File: config.mk
export PLATFORM = sky130hd
export DESIGN_NAME = pipe_skid_stage_flat
export DESIGN_NICKNAME = d
export VERILOG_FILES = /design/src/rtl/pipe_skid_stage_if.sv /design/src/rtl/pipe_skid_stage.sv /design/src/flat_wrapper.sv
export SDC_FILE = /design/constraint.sdc
export NUM_CORES = 1
export LEC_CHECK = 0
export ABC_AREA = 1
export BUFFER_PORTS_ARGS = -buffer_cell sky130_fd_sc_hd__buf_2
export CAP_MARGIN = 30
export CORE_UTILIZATION = 46
export CTS_CLUSTER_SIZE = 14
export DETAILED_ROUTE_END_ITERATION = 12
export GPL_ROUTABILITY_DRIVEN = 0
export GPL_TIMING_DRIVEN = 0
export MAX_ROUTING_LAYER = met4
export PLACE_DENSITY_LB_ADDON = 0.05
export SLEW_MARGIN = 40
export SYNTH_ARGS = -nofsm -noshare
export SYNTH_HDL_FRONTEND = slang
export SYNTH_SLANG_ARGS = --single-unit
File: constraint.sdc
create_clock -name clk -period 2.1 [get_ports clk]
set_input_delay 0.42 -clock clk [delete_from_list [all_inputs] [get_ports clk]]
set_output_delay 0.42 -clock clk [all_outputs]
set_load 0.1 [all_outputs]
File: src/rtl/pipe_skid_stage_if.sv
// pipe_skid_stage_if: valid/ready/data handshake channel between pipeline stages.
interface pipe_skid_stage_if #(parameter int DATA_W = 32);
  logic              valid;
  logic              ready;
  logic [DATA_W-1:0] data;
  modport master (output valid, data, input ready);
  modport slave  (input valid, data, output ready);
endinterface

File: src/rtl/pipe_skid_stage.sv
// pipe_skid_stage: handshaked decode/execute register with optional skid entry, flush/stall and bubble counter.
module pipe_skid_stage #(
  parameter int DATA_W = 32,
  parameter int SKID   = 1,
  parameter int CNT_W  = 16
) (
  input  logic               clk,
  input  logic               rst,
  pipe_skid_stage_if.slave   up,
  pipe_skid_stage_if.master  dn,
  input  logic               flush,
  input  logic               stall,
  output logic [1:0]         occupancy,
  output logic [CNT_W-1:0]   bubble_cnt,
  input  logic               bubble_clr
);
  logic              rdy, hV, sV, accept, fire;
  logic [DATA_W-1:0] hData, sData;
  // rdy holds in_ready low until the first edge after reset release
  assign up.ready  = rdy & !stall & !flush & (SKID != 0 ? !sV : (!hV | dn.ready));
  assign accept    = up.valid & up.ready;
  assign fire      = hV & dn.ready & !stall & !flush;
  assign dn.valid  = hV;
  assign dn.data   = hV ? hData : '0;
  assign occupancy = {1'b0, hV} + {1'b0, sV};
  // with SKID=0, accepting into a full head implies fire, so the skid branch is unreachable
  always_ff @(posedge clk or negedge rst) begin
    if (!rst) begin
      rdy   <= 1'b0;
      hV    <= 1'b0;
      sV    <= 1'b0;
      hData <= '0;
      sData <= '0;
    end else if (flush) begin
      rdy   <= 1'b1;
      hV    <= 1'b0;
      sV    <= 1'b0;
      hData <= '0;
      sData <= '0;
    end else begin
      rdy <= 1'b1;
      if (fire && sV) begin
        hData <= sData;
        sV    <= 1'b0;
      end else if (accept && (fire || !hV)) begin
        hV    <= 1'b1;
        hData <= up.data;
      end else if (accept) begin
        sV    <= 1'b1;
        sData <= up.data;
      end else if (fire) begin
        hV <= 1'b0;
      end
    end
  end
  always_ff @(posedge clk or negedge rst) begin
    if (!rst) bubble_cnt <= '0;
    else if (bubble_clr) bubble_cnt <= '0;
    else if (dn.ready && !hV && !stall && !flush && bubble_cnt != {CNT_W{1'b1}}) bubble_cnt <= bubble_cnt + 1'b1;
  end
endmodule

File: src/flat_wrapper.sv
// flat-port wrapper written by rule: the top's interface ports become plain ports
module pipe_skid_stage_flat 
#(
  parameter int DATA_W = 32,
  parameter int SKID   = 1,
  parameter int CNT_W  = 16
)
  (clk, rst, flush, stall, occupancy, bubble_cnt, bubble_clr, up_valid, up_data, up_ready, dn_valid, dn_data, dn_ready);
  pipe_skid_stage_if #(.DATA_W(DATA_W)) up_i ();
  pipe_skid_stage_if #(.DATA_W(DATA_W)) dn_i ();
  input  logic clk;
  input  logic rst;
  input  logic flush;
  input  logic stall;
  output logic [1:0] occupancy;
  output logic [CNT_W-1:0] bubble_cnt;
  input  logic bubble_clr;
  input wire logic [$bits(up_i.valid)-1:0] up_valid;
  input wire logic [$bits(up_i.data)-1:0] up_data;
  output wire logic [$bits(up_i.ready)-1:0] up_ready;
  output wire logic [$bits(dn_i.valid)-1:0] dn_valid;
  output wire logic [$bits(dn_i.data)-1:0] dn_data;
  input wire logic [$bits(dn_i.ready)-1:0] dn_ready;
  assign up_i.valid = up_valid;
  assign up_i.data = up_data;
  assign up_ready = up_i.ready;
  assign dn_valid = dn_i.valid;
  assign dn_data = dn_i.data;
  assign dn_i.ready = dn_ready;
  pipe_skid_stage #(.DATA_W(DATA_W), .SKID(SKID), .CNT_W(CNT_W)) u_core (.clk(clk), .rst(rst), .up(up_i), .dn(dn_i), .flush(flush), .stall(stall), .occupancy(occupancy), .bubble_cnt(bubble_cnt), .bubble_clr(bubble_clr));
endmodule
==> flow_summary.ini, run 1 <==
[timing]
hold_viol = 0
whs_ns = 0.284
fin_ws_ns = 0.115
finalSetupTns_ns = 0
layout_worst_path_cycle_share_pct = 94.5
worst_tran_pin_value_ns = 0.509
min_period_ns = 1.99
achievable-frequency_mhz = 504
finalSetupViolCount = 0
slew_limit_fails = 0
max_slew_margin_pct = 66.1
fin_worst_skew_ns = 0.0117
rsz0062_at_grt = false

[clocking]
cts_tree = done
clock-root-buffer = sky130_fd_sc_hd__clkbuf_8
clock_path_buffers = 2
cts.reportedPaths.clkPinSlew_ns = 0.09
cts_buffers = 9
h-tree-depth = 3
post_cts_buffers = 0
clock_insertion_delay_worst_skew_ns = 0.35
clock_sinks = 83

[synthesis]
synth_most_common_cell = sky130_fd_sc_hd__nand2_1
synth_top_cells_by_area = sky130_fd_sc_hd__dfrtp_1 48%, sky130_fd_sc_hd__nand2_1 22%, sky130_fd_sc_hd__inv_1 7.0%
postSynthRegisterBits = 83
dominantRegCellSynth = sky130_fd_sc_hd__dfrtp_1
synth_enable_flop_cells = 0
synth-warning-count = 0
syn_inst = 590
most_frequent_cells_after_synthesis = 255 x sky130_fd_sc_hd__nand2_1, 83 x sky130_fd_sc_hd__dfrtp_1, 81 x sky130_fd_sc_hd__inv_1
post_synth_num_cell_types = 25
synth_nets = 631
seq_area_frac_synth_pct = 47.5
synthArstFlopShare_pct = 100
netlist_area_sq_um = 4370
synth_area_per_cell_sq_um = 7.41
synth_top_area_share_pct = 47.5
synth_largest_area_cell = sky130_fd_sc_hd__dfrtp_1

[power]
power.share.combinational_pct = 14.2
p_per_area_nw_per_um2 = 636
power.ir.vdd_worst_mv = 0.444
power.switching_fraction_pct = 27.8
power_frac_seq_pct = 48.5
power.net_switching_uw = 983
internal_power_uw = 2550
static-leakage-power_uw = 0.00291
share_clk_of_total_power_pct = 37.2

[detailed_routing]
1st_iter_drt_viols = 115
post-route-drc-count = 0
drt_pre_antenna_iters = 4
via_count = 3954
finalWirelength_mm = 10.3
viasPerCell = 4.78
routedWlPerCell_um = 12.5
drt_antenna_net_count = 0

[global_routing]
pin_count_of_the_biggest_net_entering_global_routing = 57
initial_antenna_violation_count = 0
grt_remaining_overflow = 0
grt_util_all_layers_pct = 23.8
grt_pass1_vias = 3782
grt_first_pass_wirelength_mm = 17.8

[finish]
final_util_pct = 60.1
areaGrowthSynthToFinish_pct = 27.1
nets = 734
post_layout_nonfiller_instances = 827
drive_gt1_share_pct = 25.4
antenna-diode-count = 0

[run]
timing.max_cap.violations = 0

[critical_path]
worstPathCellList = buf_4, clkbuf_4, nand2_1, clkinvlp_4, buf_6
critical_path.slowest_cell = sky130_fd_sc_hd__dfrtp_2
path_class = register to output port
critical_path_peak_fanout = 10
cp_data_required_time_ns = 1.68
timing.critical_path.arrival_ns = 1.57
crit_path_end_kind = output port
worst_path_bufs_invs = 4
startpoint_type = register
critical-path-top-delay-family = buffers and inverters
timing.critical_path.slowest_cell_delay_ns = 0.43

[floorplanning]
fp.dieArea_sq_um = 9890
initial_core_util_pct = 47.3
ios = 91
row_count = 35
die-height_um = 99.5
core_area_sq_um = 9240
die_w_um = 99.5

[hold_path]
min_path_type = input pin to register

[placement]
post-dp-hpwl_mm = 7.28
io_buffers = 90
placedCellCount = 810
post-place-ws_ns = 0.0415

[outcome]
run_status = completed
## worst reg2reg max path, cell delays in order (launching register included)
cell and delay [ns]:
sky130_fd_sc_hd__dfrtp_2 0.45, sky130_fd_sc_hd__ha_1 0.23, sky130_fd_sc_hd__nand3_1 0.16, sky130_fd_sc_hd__inv_1 0.09, sky130_fd_sc_hd__nand2_1 0.09, sky130_fd_sc_hd__nor2_2 0.05, sky130_fd_sc_hd__nor2_2 0.28, sky130_fd_sc_hd__buf_2 0.30
sky130_fd_sc_hd__nand4_1 0.11, sky130_fd_sc_hd__nand2_1 0.10
## worst paths after layout
kind	from	end	slack, ns	cells past startpoint
max in group asynchronous	rst	u_core.rdy	1.03	3
worst min register to register	u_core.sData[8]	u_core.sData[8]	0.47	2
worst min-delay path	up_data[8]	u_core.sData[8]	0.28	3
min in group asynchronous	rst	u_core.hData[28]	0.50	2
worst max register to register	u_core.bubble_cnt[0]	u_core.bubble_cnt[2]	0.20	9
worst max-delay path	u_core.dn.valid	dn_data[10]	0.11	5
## metal layers
metal	part of all wire (%)	vias up	track usage, %
met2	47	83	37.4
met3	5.0	10	5.13
met5	0	-	-
li1	-	2029	-
met4	1.1	0	6.00
met1	47	1832	31.4
## timing repair
| action | in CTS | in global routing |
|---|---|---|
| hold buffers | 1 | 0 |
| setup endpoints to repair | 30 | 30 |
| cloned | 0 | 0 |
| endpoints found under the hold margin | 27 | 0 |
| gates resized for setup | 33 | 32 |
## through the flow
stage / instance area, sq um / total power (uW)
detailed placement: 5130 / 2240
global placement: 5100 / 2220
CTS: 5450 / 3560
finish: 5550 / 3530
floorplan: 4480 / 2070
global route: 5550 / 3700
## registers in the layout, indices dropped and copies added, names as in the netlist
signal	count
u_core.sData	32
u_core.hData	32
u_core.dn.valid	1
u_core.bubble_cnt	16
u_core.sV	1
u_core.rdy	1
## logic make-up (layout without fill, tap and decap cells)
kind of cell    after synthesis  after routing  synth area share, %
compound gates               71             71                 10.2
xor+xnor                      3              3                0.601
buf+inv                     111            219                 10.6
fa+ha+maj                     2              2                0.573
other cells                   1              1               0.0858
simple gates                319            319                 30.5
flops                        83             83                 47.5
## layout by cell type (no fill, tap or decap)
master                            n
sky130_fd_sc_hd__clkbuf_2         2
sky130_fd_sc_hd__clkbuf_1         5
sky130_fd_sc_hd__nor2_2           3
sky130_fd_sc_hd__a21oi_2          1
sky130_fd_sc_hd__clkinv_1         1
sky130_fd_sc_hd__buf_4            7
sky130_fd_sc_hd__buf_2           74
sky130_fd_sc_hd__clkbuf_8        11
sky130_fd_sc_hd__nand3b_1         2
sky130_fd_sc_hd__nor2_1          23
sky130_fd_sc_hd__nand4_1         15
sky130_fd_sc_hd__nand2_1        255
sky130_fd_sc_hd__or2_2            3
sky130_fd_sc_hd__dlygate4sd3_1    1
sky130_fd_sc_hd__o21ai_1          5
sky130_fd_sc_hd__o21bai_1         2
sky130_fd_sc_hd__buf_6           30
sky130_fd_sc_hd__bufinv_16        2
sky130_fd_sc_hd__clkinvlp_4      29
sky130_fd_sc_hd__o21ai_0         31
sky130_fd_sc_hd__clkinv_2         3
sky130_fd_sc_hd__dfrtp_1         80
sky130_fd_sc_hd__dfrtp_2          3
sky130_fd_sc_hd__ha_1             2
sky130_fd_sc_hd__buf_16           1
sky130_fd_sc_hd__nand4_4          1
sky130_fd_sc_hd__clkbuf_4         1
sky130_fd_sc_hd__conb_1           1
sky130_fd_sc_hd__xor2_1           3
sky130_fd_sc_hd__nand3_1         11
sky130_fd_sc_hd__o211ai_1        32
sky130_fd_sc_hd__nor2_4           6
sky130_fd_sc_hd__inv_1           52
## final cells by class
class                           count  area [sq um]
Fill cell                         911          3690
Clock inverter                      5          75.1
Buffer                             29           160
Inverter                           82           417
Multi-Input combinational cell    396          1830
Sequential cell                    83          2080
Timing Repair Buffer               92           674
Tap cell                          129           161
Clock buffer                       11           151
## power by group through the flow
stage / clock [uW] / sequential, uW / combinational (uW)
finish: 1310 / 1710 / 503
global route: 1410 / 1730 / 559
CTS: 1350 / 1710 / 502
detailed placement: 0 / 1750 / 490
global placement: 0 / 1740 / 475
floorplan: 0 / 1750 / 315
(Power assumes the default switching activity.)
==> run 2, diff against run 1 <==
--- a/config.mk
+++ b/config.mk
@@ -7,7 +7,8 @@
 export LEC_CHECK = 0
 export ABC_AREA = 1
 export BUFFER_PORTS_ARGS = -buffer_cell sky130_fd_sc_hd__buf_2
-export CAP_MARGIN = 30
+export CAP_MARGIN = 10
+export CORE_MARGIN = 4
 export CORE_UTILIZATION = 46
 export CTS_CLUSTER_SIZE = 14
 export DETAILED_ROUTE_END_ITERATION = 12
==> constraint.sdc (replaced) <==
create_clock -name clk -period 2.1 [get_ports clk]
set_input_delay 0.105 -clock clk [delete_from_list [all_inputs] [get_ports clk]]
set_output_delay 0.105 -clock clk [all_outputs]
set_load 0.1 [all_outputs]
==> run 2 against run 1 <==
Critical path depth is the same. Routed wire length up 5.1%. Core utilization barely moved. Non-clock buffer count rose by 31. Fmax is 1.4% higher. Cell area about the same. Clock skew fell by 0.0031 ns. Via count is 3.3% higher.
==> flow_summary.ini, run 2 (same netlist as run 1, synthesis figures left out) <==
[outcome]
run_status = completed

[timing]
fin_worst_skew_ns = 0.00865
finalSetupTns_ns = 0
achievable-frequency_mhz = 511
worst_tran_pin_value_ns = 0.512
max_slew_margin_pct = 65.9
finalSetupViolCount = 0
min_period_ns = 1.96
slew_limit_fails = 0
layout_worst_path_cycle_share_pct = 93.2
hold_viol = 0
rsz0062_at_grt = false

[finish]
reg.largest.list = u_core.hData x32, u_core.sData x32, u_core.bubble_cnt x16
nets = 765
post_layout_nonfiller_instances = 858
antenna-diode-count = 0
areaGrowthSynthToFinish_pct = 27.1
most-common-layout-cells = 255 x sky130_fd_sc_hd__nand2_1, 102 x sky130_fd_sc_hd__buf_2, 81 x sky130_fd_sc_hd__inv_1
layout.cells.most_common = sky130_fd_sc_hd__nand2_1
drive_gt1_share_pct = 19.9
fin_area_sq_um = 5550

[floorplanning]
die_w_um = 105
core_area_sq_um = 9240
ios = 91
fp.dieArea_sq_um = 11100
row_count = 35
die-height_um = 105
initial_core_util_pct = 47.3

[critical_path]
timing.critical_path.arrival_ns = 1.85
crit_path_end_kind = output port
reg2reg_setup_slack_ns = 0.20
critical_path_peak_fanout = 18
worstReg2RegEnd = u_core.bubble_cnt[3]
path_class = register to output port
reg2regPathDepth = 9
worst_r2r_startpoint = u_core.bubble_cnt[0]
cp_data_required_time_ns = 2.00
startpoint_type = register

[global_routing]
initial_antenna_violation_count = 0
grt_util_all_layers_pct = 22.0
grt_remaining_overflow = 0
pin_count_of_the_biggest_net_entering_global_routing = 44
grt_pass1_vias = 4062
grt_first_pass_wirelength_mm = 19.5

[run]
timing.max_cap.violations = 0

[detailed_routing]
post-route-drc-count = 0
routedWlPerCell_um = 12.7
drt_antenna_net_count = 0
via_count = 4085
finalWirelength_mm = 10.9
drt_pre_antenna_iters = 4
viasPerCell = 4.76
1st_iter_drt_viols = 174

[clocking]
post_cts_buffers = 0
cts_tree = done
cts_buffers = 9
h-tree-depth = 3
clock_insertion_delay_worst_skew_ns = 0.35
clock_path_buffers = 2
clock-root-buffer = sky130_fd_sc_hd__clkbuf_8
clock_sinks = 83
cts.reportedPaths.clkPinSlew_ns = 0.08

[power]
post_route_total_power_uw = 3430
static-leakage-power_uw = 0.00329
p_per_area_nw_per_um2 = 618
power.ir.vdd_worst_mv = 0.329

[placement]
placedCellCount = 810
placement.cell_area_sq_um = 5020
post-dp-hpwl_mm = 7.64
io_buffers = 90

[hold_path]
hold_depth = 4
holdCritStartpoint = bubble_clr
worst_min_delay_path_endpoint = u_core.bubble_cnt[15]
min_path_type = input pin to register
## run 2: final cells by class
type,count,area [sq um]
Fill cell,892,3690
Clock buffer,12,155
Tap cell,129,161
Multi-Input combinational cell,396,1830
Timing Repair Buffer,124,815
Sequential cell,83,2080
Inverter,82,308
Clock inverter,4,48.8
Buffer,28,153
## run 2: power breakdown
part           switching (uW)  internal, uW
Sequential               42.7          1670
Clock                     578           614
Combinational             354           167
Total                     975          2450
## run 2: worst max-delay path, stage by stage, from the launching register on
cell                       delay (ns)
sky130_fd_sc_hd__dfrtp_2         0.39
sky130_fd_sc_hd__buf_4           0.24
sky130_fd_sc_hd__clkbuf_2        0.28
sky130_fd_sc_hd__nand2_1         0.11
sky130_fd_sc_hd__inv_1           0.06
sky130_fd_sc_hd__buf_2           0.41
## run 2: how the worst max path moves through the flow
stage / start / end / cells after the start
after floorplan: u_core.bubble_cnt[2] / u_core.bubble_cnt[12] / 9
after global placement: rst / u_core.bubble_cnt[1] / 1
after detailed placement: u_core.bubble_cnt[0] / u_core.bubble_cnt[3] / 9
after CTS: u_core.dn.valid / dn_data[23] / 5
after global routing: u_core.dn.valid / dn_data[22] / 5
final: u_core.dn.valid / dn_data[23] / 5
## run 2: through the flow
step | worst slack [ns] | hold slack [ns] | utilization [%]
after CTS | 0.0159 | 0.0333 | 60.1
after detailed placement | 0.193 | 0.0504 | 54.3
after global routing | 0.0146 | 0.0506 | 60.1
after global placement | 0.0132 | 0.322 | 53.9
final | 0.142 | 0.0471 | 60.1
after floorplan | 0.00409 | -0.191 | -
## run 2: repair_timing
item / CTS / global route
gates resized for setup: 0 / 4
endpoints found under the setup margin: 0 / 29
hold buffers: 33 / 0
hold endpoints to repair: 72 / 0
## run 2: metal layers
layer,GRT usage (%),vias to the layer above,wire [um]
li1,-,2096,-
met1,29.7,1866,5170
met2,34.5,109,5080
met3,3.00,14,472
met4,7.03,0,128
met5,-,-,0
==> run 3, diff against run 2 <==
--- a/config.mk
+++ b/config.mk
@@ -15,8 +15,8 @@
 export GPL_ROUTABILITY_DRIVEN = 0
 export GPL_TIMING_DRIVEN = 0
 export MAX_ROUTING_LAYER = met4
-export PLACE_DENSITY_LB_ADDON = 0.05
-export SLEW_MARGIN = 40
+export PLACE_DENSITY = 0.78
+export SLEW_MARGIN = 20
 export SYNTH_ARGS = -nofsm -noshare
 export SYNTH_HDL_FRONTEND = slang
 export SYNTH_SLANG_ARGS = --single-unit
==> run 3 against run 2 <==
Worst setup slack got worse by 0.0018 ns. Largest cell class unchanged. Routed wire length increased by 1.2%. Clock power is essentially flat. Cell area shrank 0.54%. Highest routed layer unchanged. Register-to-register slack worse by 0.04 ns. Critical endpoint is now dn_data[8]. Fmax hardly changed. Critical path depth did not move. Largest power group unchanged.
==> flow_summary.ini, run 3 (same netlist as run 1, synthesis figures left out) <==
[floorplanning]
die_w_um = 105
initial_core_util_pct = 47.3
die-height_um = 105
row_count = 35
fp.dieArea_sq_um = 11100
core_area_sq_um = 9240
ios = 91

[power]
static-leakage-power_uw = 0.00327
power.ir.vdd_worst_mv = 0.406
post_route_total_power_uw = 3450
p_per_area_nw_per_um2 = 624

[detailed_routing]
drt_pre_antenna_iters = 5
via_count = 4111
drt_antenna_net_count = 0
viasPerCell = 4.80
routedWlPerCell_um = 12.8
finalWirelength_mm = 11.0
1st_iter_drt_viols = 173
post-route-drc-count = 0

[global_routing]
grt-busiest-layer = met2
global_route.usage.met3_pct = 4.23
grt.met1_usage_pct = 26.9
pin_count_of_the_biggest_net_entering_global_routing = 46
grt_util_met2_pct = 35.3
grt_util_all_layers_pct = 21.3
grt_remaining_overflow = 0
initial_antenna_violation_count = 1
grt_pass1_vias = 4009
grt_first_pass_wirelength_mm = 18.7

[run]
timing.max_cap.violations = 0

[placement]
post-place-ws_ns = 0.205
post-dp-hpwl_mm = 7.73
io_buffers = 90

[critical_path]
cp_data_required_time_ns = 2.00
critical_path_peak_fanout = 10
worst_path_bufs_invs = 4
critical-path-top-delay-family = buffers and inverters
crit_path_end_kind = output port
path_class = register to output port
critical_path.slowest_cell = sky130_fd_sc_hd__buf_2
timing.critical_path.slowest_cell_delay_ns = 0.42
timing.critical_path.arrival_ns = 1.85
startpoint_type = register
worstPathCellList = buf_4, clkbuf_1, nand2_1, inv_1, buf_2

[timing]
hold_viol = 0
achievable-frequency_mhz = 510
rsz0062_at_grt = false
min_period_ns = 1.96
max_slew_margin_pct = 65.2
slew_limit_fails = 0
finalSetupViolCount = 0
worst_tran_pin_value_ns = 0.522
fin_worst_skew_ns = 0.00442
layout_worst_path_cycle_share_pct = 93.3
finalSetupTns_ns = 0
fin_ws_ns = 0.140

[finish]
final_util_pct = 59.8
reg.largest.list = u_core.hData x32, u_core.sData x32, u_core.bubble_cnt x16
nets = 764
layout.cells.most_common = sky130_fd_sc_hd__nand2_1
most-common-layout-cells = 255 x sky130_fd_sc_hd__nand2_1, 101 x sky130_fd_sc_hd__buf_2, 81 x sky130_fd_sc_hd__inv_1
drive_gt1_share_pct = 19.6
areaGrowthSynthToFinish_pct = 26.4

[clocking]
h-tree-depth = 3
cts_tree = done
cts_buffers = 9
clock-root-buffer = sky130_fd_sc_hd__clkbuf_8
clock_path_buffers = 2
clock_sinks = 83
clock_insertion_delay_worst_skew_ns = 0.35
post_cts_buffers = 0
cts.reportedPaths.clkPinSlew_ns = 0.08

[outcome]
run_status = completed

[hold_path]
min_path_type = input pin to register
==> run 3: changes by cell type in the layout (fill, tap and decap cells not counted), sizes merged <==
| cell | before | now |
|---|---|---|
| clkinv | 4 | 2 |
| clkbuf | 21 | 22 |
| dlygate4sd3 | 33 | 31 |
| buf | 110 | 109 |
| bufinv | 1 | 2 |
| diode | 0 | 1 |
==> run 3: cell type report <==
class	instances	area [sq um]
clock buffer	11	131
buffer	29	156
multi-input combinational	396	1830
inverter	82	308
clock inverter	3	65.1
fill	852	3720
tap	129	161
timing repair buffer	122	786
antenna	1	2.50
sequential	83	2080
==> run 3: metrics by stage <==
step	area (sq um)	instances	hold WS, ns
2_1_floorplan	4370	590	-0.191
3_3_place_gp	4980	809	0.322
4_1_cts	5510	855	0.00476
3_5_place_dp	5010	810	0.117
5_1_grt	5520	856	0.0185
6_report	5520	856	0.0150
==> run 3: worst paths after layout <==
check	from	to	slack [ns]	cells after the start
setup / recovery	u_core.dn.valid	dn_data[8]	0.14	5
hold / removal	up_data[24]	u_core.sData[24]	0.01	3
setup reg to reg	u_core.bubble_cnt[0]	u_core.bubble_cnt[6]	0.16	9
hold reg to reg	u_core.sData[21]	u_core.sData[21]	0.47	2
max in group asynchronous	rst	u_core.hData[16]	1.22	3
min in group asynchronous	rst	u_core.hData[29]	0.27	2
==> run 3: layer usage <==
layer	wire length [um]	up-vias
met5	0	-
met4	167	0
met3	586	13
met2	5340	117
met1	4890	1889
li1	-	2092
==> run 3: worst register-to-register path, stage by stage (launching register included) <==
cell and delay [ns]:
sky130_fd_sc_hd__dfrtp_2 0.45, sky130_fd_sc_hd__ha_1 0.23, sky130_fd_sc_hd__nand3_1 0.17, sky130_fd_sc_hd__inv_1 0.09, sky130_fd_sc_hd__nand2_1 0.10, sky130_fd_sc_hd__nor2_2 0.05, sky130_fd_sc_hd__nor2_2 0.28, sky130_fd_sc_hd__buf_2 0.30
sky130_fd_sc_hd__nand3_1 0.12, sky130_fd_sc_hd__nand2_1 0.10
==> run 3: what timing repair did <==
action | in CTS | in global routing
hold buffers | 31 | 0
setup endpoints to repair | 0 | 14
gates resized for setup | 0 | 5
endpoints found under the hold margin | 68 | 0
==> run 3: where the power goes <==
part | internal (uW) | switching, uW | leakage (uW)
sequential | 1670 | 43.4 | 0.00111
clock | 657 | 558 | 0.0000993
combinational | 163 | 354 | 0.00206
